<file path="config.mk">
export PLATFORM = sky130hd
export DESIGN_NAME = uc_compara_tiros_e_asteroides
export DESIGN_NICKNAME = d
export VERILOG_FILES = /design/src/rtl/uc_compara_tiros_e_asteroides_pkg.sv /design/src/rtl/uc_compara_tiros_e_asteroides_contador_m.sv /design/src/rtl/uc_compara_tiros_e_asteroides.sv
export SDC_FILE = /design/constraint.sdc
export NUM_CORES = 1
export LEC_CHECK = 0
export CAP_MARGIN = 15
export CORE_MARGIN = 2
export CORE_UTILIZATION = 49
export CTS_BUF_LIST = sky130_fd_sc_hd__clkbuf_16
export DETAILED_ROUTE_END_ITERATION = 10
export HOLD_SLACK_MARGIN = 0.1
export MAX_ROUTING_LAYER = met4
export PLACE_DENSITY = 0.9
export SYNTH_ARGS = -nofsm -noshare
export SYNTH_HDL_FRONTEND = slang
export SYNTH_SLANG_ARGS = --single-unit
</file>
<file path="constraint.sdc">
create_clock -name clock -period 4.71 [get_ports clock]
set_clock_uncertainty 0.2 [all_clocks]
set_input_delay 0.942 -clock clock [delete_from_list [all_inputs] [get_ports clock]]
set_output_delay 0.942 -clock clock [all_outputs]
set_load 0.03 [all_outputs]
</file>
<file path="src/rtl/uc_compara_tiros_e_asteroides_pkg.sv">
// Shared game constants: slot counts, state encoding and the Moore output decode.
// Pure declarations, no latency or flow control of its own.
package uc_compara_tiros_e_asteroides_pkg;

    localparam int N_TIROS_DEF      = 8;
    localparam int N_ASTEROIDES_DEF = 16;

    typedef enum logic [3:0] {
        INICIO            = 4'h0,
        ESPERA            = 4'h1,
        CARREGA_TIRO      = 4'h2,
        VERIFICA_TIRO     = 4'h3,
        CARREGA_ASTEROIDE = 4'h4,
        COMPARA           = 4'h5,
        DESTROI           = 4'h6,
        PROXIMO_ASTEROIDE = 4'h7,
        PROXIMO_TIRO      = 4'h8,
        FIM               = 4'h9,
        ERRO              = 4'hF
    } estado_t;

    typedef struct packed {
        logic enable_mem_tiro;
        logic enable_mem_asteroide;
        logic new_loaded_tiro;
        logic new_destruido_asteroide;
        logic pontua;
        logic ocupado;
        logic fim;
    } saidas_t;

    function automatic saidas_t decodifica(estado_t e);
        saidas_t s;
        s.enable_mem_tiro         = (e == DESTROI);
        s.enable_mem_asteroide    = (e == DESTROI);
        s.new_loaded_tiro         = (e != DESTROI);
        s.new_destruido_asteroide = (e == DESTROI);
        s.pontua                  = (e == DESTROI);
        s.ocupado                 = (e != INICIO) && (e != ESPERA);
        s.fim                     = (e == FIM);
        return s;
    endfunction

endpackage

</file>
<file path="src/rtl/uc_compara_tiros_e_asteroides_contador_m.sv">
// Modulo-M counter with synchronous clear (priority over enable) and terminal-count rco.
// Count updates one cycle after enable; no backpressure.
module contador_m #(
    parameter int M = 16,
    parameter int W = $clog2(M)
) (
    input  logic         clock,
    input  logic         reset,
    input  logic         clear,
    input  logic         enable,
    output logic [W-1:0] q,
    output logic         rco
);

    assign rco = (q == W'(M - 1));

    always_ff @(posedge clock or negedge reset) begin
        if (!reset) begin
            q <= '0;
        end else if (clear) begin
            q <= '0;
        end else if (enable) begin
            q <= rco ? '0 : q + 1'b1;
        end
    end

endmodule

</file>
<file path="src/rtl/uc_compara_tiros_e_asteroides.sv">
// Control unit sweeping every shot against every asteroid, flagging hits for write-back.
// Moore outputs valid one cycle after each transition; iniciar is only honoured in ESPERA.
module uc_compara_tiros_e_asteroides
    import uc_compara_tiros_e_asteroides_pkg::*;
#(
    parameter int N_TIROS      = N_TIROS_DEF,
    parameter int N_ASTEROIDES = N_ASTEROIDES_DEF
) (
    input  logic                            clock,
    input  logic                            reset,
    input  logic                            iniciar,
    input  logic                            tiro_valido,
    input  logic                            asteroide_valido,
    input  logic                            posicao_tiro_igual_asteroide,
    output logic [$clog2(N_TIROS)-1:0]      endereco_tiro,
    output logic [$clog2(N_ASTEROIDES)-1:0] endereco_asteroide,
    output logic                            enable_mem_tiro,
    output logic                            enable_mem_asteroide,
    output logic                            new_loaded_tiro,
    output logic                            new_destruido_asteroide,
    output logic                            pontua,
    output logic                            ocupado,
    output logic                            fim_compara_tiros_e_asteroides,
    output logic [4:0]                      db_estado
);

    estado_t estado;
    estado_t proximo;
    saidas_t saidas;
    logic    rco_tiro;
    logic    rco_asteroide;
    logic    partida;
    logic    en_tiro;
    logic    en_asteroide;

    // Counters never advance past their last slot; they only return to zero via clear.
    assign partida      = (estado == ESPERA) && iniciar;
    assign en_tiro      = (estado == PROXIMO_TIRO) && !rco_tiro;
    assign en_asteroide = (estado == PROXIMO_ASTEROIDE) && !rco_asteroide;

    contador_m #(.M(N_TIROS)) u_cont_tiro (
        .clock  (clock),
        .reset  (reset),
        .clear  (partida),
        .enable (en_tiro),
        .q      (endereco_tiro),
        .rco    (rco_tiro)
    );

    contador_m #(.M(N_ASTEROIDES)) u_cont_asteroide (
        .clock  (clock),
        .reset  (reset),
        .clear  (partida || en_tiro),
        .enable (en_asteroide),
        .q      (endereco_asteroide),
        .rco    (rco_asteroide)
    );

    always_comb begin
        proximo = INICIO;
        case (estado)
            INICIO:            proximo = ESPERA;
            ESPERA:            proximo = iniciar ? CARREGA_TIRO : ESPERA;
            CARREGA_TIRO:      proximo = VERIFICA_TIRO;
            VERIFICA_TIRO:     proximo = tiro_valido ? CARREGA_ASTEROIDE : PROXIMO_TIRO;
            CARREGA_ASTEROIDE: proximo = COMPARA;
            COMPARA:           proximo = (asteroide_valido && posicao_tiro_igual_asteroide)
                                         ? DESTROI : PROXIMO_ASTEROIDE;
            DESTROI:           proximo = PROXIMO_TIRO;
            PROXIMO_ASTEROIDE: proximo = rco_asteroide ? PROXIMO_TIRO : CARREGA_ASTEROIDE;
            PROXIMO_TIRO:      proximo = rco_tiro ? FIM : CARREGA_TIRO;
            FIM:               proximo = ESPERA;
            default:           proximo = INICIO;
        endcase
    end

    // Outputs are registered from the decode of the next state, so they always match estado.
    always_ff @(posedge clock or negedge reset) begin
        if (!reset) begin
            estado <= INICIO;
            saidas <= decodifica(INICIO);
        end else begin
            estado <= proximo;
            saidas <= decodifica(proximo);
        end
    end

    assign enable_mem_tiro                = saidas.enable_mem_tiro;
    assign enable_mem_asteroide           = saidas.enable_mem_asteroide;
    assign new_loaded_tiro                = saidas.new_loaded_tiro;
    assign new_destruido_asteroide        = saidas.new_destruido_asteroide;
    assign pontua                         = saidas.pontua;
    assign ocupado                        = saidas.ocupado;
    assign fim_compara_tiros_e_asteroides = saidas.fim;
    assign db_estado                      = {1'b0, estado};

endmodule

</file>
==> results.cfg, run 1 <==
[run_status]
outcome = finished, final reports clean

[logic_synthesis]
synth_edf_count = 0
synth_ff_type = dfrtp_1
syn_nets = 94
synthArstFlopShare_pct = 100.0
synth_cell_types = 35
netlist_area_um2 = 859.6
synth_area_leader_cell = dfrtp_1
yosysMostFrequentCell = dfrtp_1
synthCells = 85
ys_ff_latch = 15
synth_top_area_share_pct = 40.76
netlist_top_cells_count = 14 x dfrtp_1, 11 x nor2_1, 6 x inv_1
ys_warn_count = 0
ys_top_cells_by_area = dfrtp_1 41%, nor2_1 4.8%, buf_4 4.4%
postSynthAreaPerCell_um2 = 10.11
ys_seq_area_share_pct = 43.81

[timing]
setup_viol = 0
min_period_over_period_pct = 59.30
fin_hold_ws_ps = 364.2
period_minus_slack_ps = 2793
tns_ps = 0
slew_headroom_pct = 56.32
max_freq_mhz = 358.0
worstMarginPinSlew_ps = 653.1
fin_ws_ps = 1917
slew_viol_final = 0
rsz0062_at_grt = false
hold_viol = 0

[floorplanning]
die_area_mm2 = 0.002105
pin_count = 25
num_rows = 15
die_y_um = 45.89
coreArea_mm2 = 0.001689
die_x_um = 45.89
initial_utilization_pct = 50.89

[drt]
ant_nets = 0
wl_um = 1736
drt_pre_antenna_iters = 4
drtIter0Drc = 11
avgViaCountPerCell = 5.852
wl_per_cell_um = 14.23
route.detailed.drc = 0
vias = 714

[power_and_ir_drop]
seqPwrFrac_pct = 32.4
p_leak_nw = 0.4794
net-switching-power_mw = 0.3310
ir_drop_mv = 0.4003
p_sw_share_pct = 43.12
combPwrFrac_pct = 46.6
internal_power_mw = 0.4366
power.density_mw_per_mm2 = 671.9
finalPower_mw = 0.7675
clockPowerShare_pct = 21.1

[place]
io_buffers = 23
dp.cells = 118
post-place-ws_ps = 2185
gp_congestion = 0.7939
post_dp_cell_area_mm2 = 0.001064
hpwl_um = 1210

[clock_tree]
post-cts-setup-buffers = 0
cts_resized = 0
htree_levels = 1
cts_root_buf = clkbuf_16
cts.sinks = 15
cts_inserted_buffers = 3
cts_tree = built
clk_path_buf_depth = 2
clk_pin_slew_ps = 50
clk_latency_ps = 240
hold_buffers = 0

[min_path]
min_to = u_cont_tiro.q[1]
hold_class = reg -> reg
min_from = u_cont_tiro.q[1]
worstHoldPathCells = 2

[final_layout]
regArea_um2 = 376.6
drive_above_1_share_pct = 11.43
fin_util_pct = 67.63
multiInputGateArea_um2 = 412.9
fin_nets = 115
final_area_mm2 = 0.001142
fin_cells = 122
diodes = 0
fillCellCount = 133
layout-area-overhead-vs-synth_pct = 32.90

[grt]
antenna_found_initial = 0
grt-ovfl-total = 0
grt_max_degree = 16
grt_usage_pct = 19.02
grt_pass1_vias = 632
grt_pass1_wl_um = 2766

[critical_path]
crit_required_ps = 3570
cp.buffers_inverters = 1
crit_fanout = 15
path_cells = clkdlybuf4s50_1
critical_path_depth = 1
slowest_stage = clkdlybuf4s50_1
cp-start-kind = register
r2r-start = u_cont_tiro.q[0]
worstSetupPathType = reg -> out
worst_path_largest_cell_delay_ps = 760
cp.arrival_ps = 1650
crit_family = buffers and inverters
reg2reg_slack_ps = 2810
crit_path_end_kind = output port
r2r_end = ocupado
reg2regPathDepth = 6

[run]
cap_violations = 0
==> power by group through the flow <==
stage                     combinational [mW]  clock (mW)  sequential [mW]
after global routing                   0.389       0.169            0.255
after CTS                              0.358       0.164            0.247
final                                  0.358       0.162            0.248
after floorplan                        0.206           0            0.283
after detailed placement               0.355           0            0.248
after global placement                 0.349           0            0.243
==> layer usage <==
layer	track usage [%]	vias to the layer above	wire length (µm)
met5	-	-	0
met4	2.286	0	6
met3	7.143	2	99
met2	29.44	29	865
met1	24.44	350	764
li1	-	333	-
==> flip-flops by register name, indices dropped and copies added, names as in the netlist <==
register                        cells
estado                              4
u_cont_asteroide.q                  4
u_cont_tiro.q                       3
fim_compara_tiros_e_asteroides      1
new_loaded_tiro                     1
ocupado                             1
pontua                              1
==> final cells by class <==
class | count | area share, %
Multi-Input combinational cell | 57 | 36.14
Sequential cell | 15 | 32.97
Timing Repair Buffer | 23 | 20.15
Clock buffer | 3 | 6.572
Inverter | 6 | 1.972
Tap cell | 17 | 1.862
Clock inverter | 1 | 0.3286
==> worst max-delay path by stage <==
stage	start	end	slack [ps]
floorplan	u_cont_tiro.q[0]	ocupado	2750
global placement	estado[2]	db_estado[2]	2220
detailed placement	estado[2]	db_estado[2]	2190
CTS	estado[2]	db_estado[2]	1920
global route	estado[2]	db_estado[2]	1870
finish	estado[2]	db_estado[2]	1920
==> cell families (layout without fill, tap and decap cells) <==
family          after synthesis  count (layout)  share of synthesized area [%]
simple gates                 35              35                          25.04
flops                        15              15                          43.81
buf+inv                      13              33                          8.152
compound gates               12              12                          11.65
fa+ha+maj                     3               3                          4.367
xor+xnor                      3               3                          3.057
mux                           3               3                          3.494
other cells                   1               1                         0.4363
==> placed cells by master (no fill, tap or decap), drive strengths merged, types with 3 or more instances in the layout <==
| cell | Yosys | layout |
|---|---|---|
| nand3 | 3 | 3 |
| nor2 | 11 | 11 |
| nor3 | 5 | 5 |
| clkdlybuf4s50 | 0 | 23 |
| mux2i | 3 | 3 |
| nand2 | 4 | 4 |
| inv | 6 | 7 |
| nand2b | 3 | 3 |
| clkbuf | 0 | 3 |
| ha | 3 | 3 |
| xnor2 | 3 | 3 |
| dfrtp | 14 | 14 |
No activity file was read; power rests on OpenSTA's default activity.
==> run 2, diff against run 1 <==
CORE_UTILIZATION = 46   (was 49)
PLACE_DENSITY = 0.86   (was 0.9)
clock period = 2.7 ns   (was 4.71 ns; I/O delays follow)
==> results.cfg, run 2 (same netlist as run 1, synthesis figures left out) <==
[final_layout]
fin_cells = 130
fillCellCount = 136
layout-area-overhead-vs-synth_pct = 34.06
final_cell_mix = 23 x clkdlybuf4s50_1, 14 x dfrtp_1, 11 x nor2_1
diodes = 0
regArea_um2 = 376.6
biggestRegsByFlops = estado (4), u_cont_asteroide.q (4), u_cont_tiro.q (3)
layout_commonest_cell = clkdlybuf4s50_1
fin_nets = 115
multiInputGateArea_um2 = 412.9
drive_above_1_share_pct = 11.43

[critical_path]
slowest_stage = clkdlybuf4s50_1
cp.buffers_inverters = 1
critical_path_depth = 1
crit_fanout = 15
reg2reg_slack_ps = 800
reg2regPathDepth = 6
crit_required_ps = 1960
worstSetupPathType = reg -> out
crit_path_end_kind = output port
cp.arrival_ps = 1660
path_cells = clkdlybuf4s50_1
r2r-start = u_cont_tiro.q[0]
r2r_end = ocupado
cp-start-kind = register
worst_path_largest_cell_delay_ps = 770
crit_family = buffers and inverters

[timing]
setup_viol = 0
min_period_over_period_pct = 89.02
slew_viol_final = 0
fin_ws_ps = 296.6
hold_viol = 0
worstMarginPinSlew_ps = 655.4
rsz0062_at_grt = false
slew_headroom_pct = 56.17
period_minus_slack_ps = 2403
tns_ps = 0
max_freq_mhz = 416.1

[place]
hpwl_um = 1286
post-place-ws_ps = 575.8
gp_congestion = 0.8022
dp.cells = 126
io_buffers = 23

[drt]
drt-met1-wl_um = 807
avgViaCountPerCell = 5.323
drtIter0Drc = 12
drt_pre_antenna_iters = 4
ant_nets = 0
wl_um = 1829
vias = 692
wl_met3_um = 111
highest_layer = met4
wl_per_cell_um = 14.07
route.detailed.drc = 0
wl_met2_um = 887

[min_path]
min_from = u_cont_tiro.q[2]
min_to = u_cont_tiro.q[2]
worstHoldPathCells = 2
hold_class = reg -> reg

[clock_tree]
cts_root_buf = clkbuf_16
clk_path_buf_depth = 2
hold_buffers = 0
cts.sinks = 15
cts_inserted_buffers = 3
htree_levels = 1
cts_tree = built
clk_pin_slew_ps = 50
cts_resized = 0
clk_latency_ps = 240
post-cts-setup-buffers = 0

[power_and_ir_drop]
p_leak_nw = 0.4794
ir_drop_mv = 0.6000
power.density_mw_per_mm2 = 1164

[floorplanning]
initial_utilization_pct = 49.25
num_rows = 15
die_area_mm2 = 0.002230
die_y_um = 47.23
pin_count = 25
coreArea_mm2 = 0.001745
die_x_um = 47.23

[grt]
antenna_found_initial = 0
grt_usage_pct = 19.28
grt_pass1_vias = 622
grt_max_degree = 16
grt_pass1_wl_um = 2829
grt-ovfl-total = 0

[run_status]
outcome = finished, final reports clean

[run]
cap_violations = 0
[run 2: power breakdown]
part / leakage, nW / switching [mW] / internal, mW
Clock: 0.0423 / 0.0837 / 0.196
Combinational: 0.244 / 0.357 / 0.269
Sequential: 0.193 / 0.139 / 0.296
Total: 0.479 / 0.580 / 0.761
[run 2: stage by stage]
| stage | area (µm²) | total power, mW | hold WS (ps) | util, % |
|---|---|---|---|---|
| 2_1_floorplan | 859.6 | 0.8525 | 44.41 | - |
| 3_3_place_gp | 1074 | 1.034 | 342.3 | 61.51 |
| 3_5_place_dp | 1074 | 1.057 | 365.6 | 61.51 |
| 4_1_cts | 1152 | 1.344 | 376.5 | 66.02 |
| 5_1_grt | 1152 | 1.417 | 390.0 | 66.02 |
| 6_report | 1152 | 1.341 | 369.3 | 66.02 |
[run 2: cell type report]
| class | count | share of cell area [%] |
|---|---|---|
| Clock buffer | 3 | 6.515 |
| Clock inverter | 1 | 0.3257 |
| Inverter | 6 | 1.954 |
| Multi-Input combinational cell | 57 | 35.83 |
| Sequential cell | 15 | 32.68 |
| Timing Repair Buffer | 23 | 19.98 |
| Tap cell | 25 | 2.714 |
[run 2: how the worst max path moves through the flow]
stage,startpoint,endpoint,slack (ps)
finish,estado[2],db_estado[2],300
global route,estado[2],db_estado[2],250
CTS,estado[2],db_estado[2],310
detailed placement,estado[2],db_estado[2],580
global placement,estado[2],db_estado[2],580
floorplan,u_cont_tiro.q[0],ocupado,740
[run 2: routing by layer]
| metal | GRT usage, % | up-vias |
|---|---|---|
| li1 | - | 333 |
| met1 | 25.54 | 323 |
| met3 | 3.462 | 4 |
| met5 | - | - |
| met4 | 10.00 | 0 |
| met2 | 27.84 | 32 |
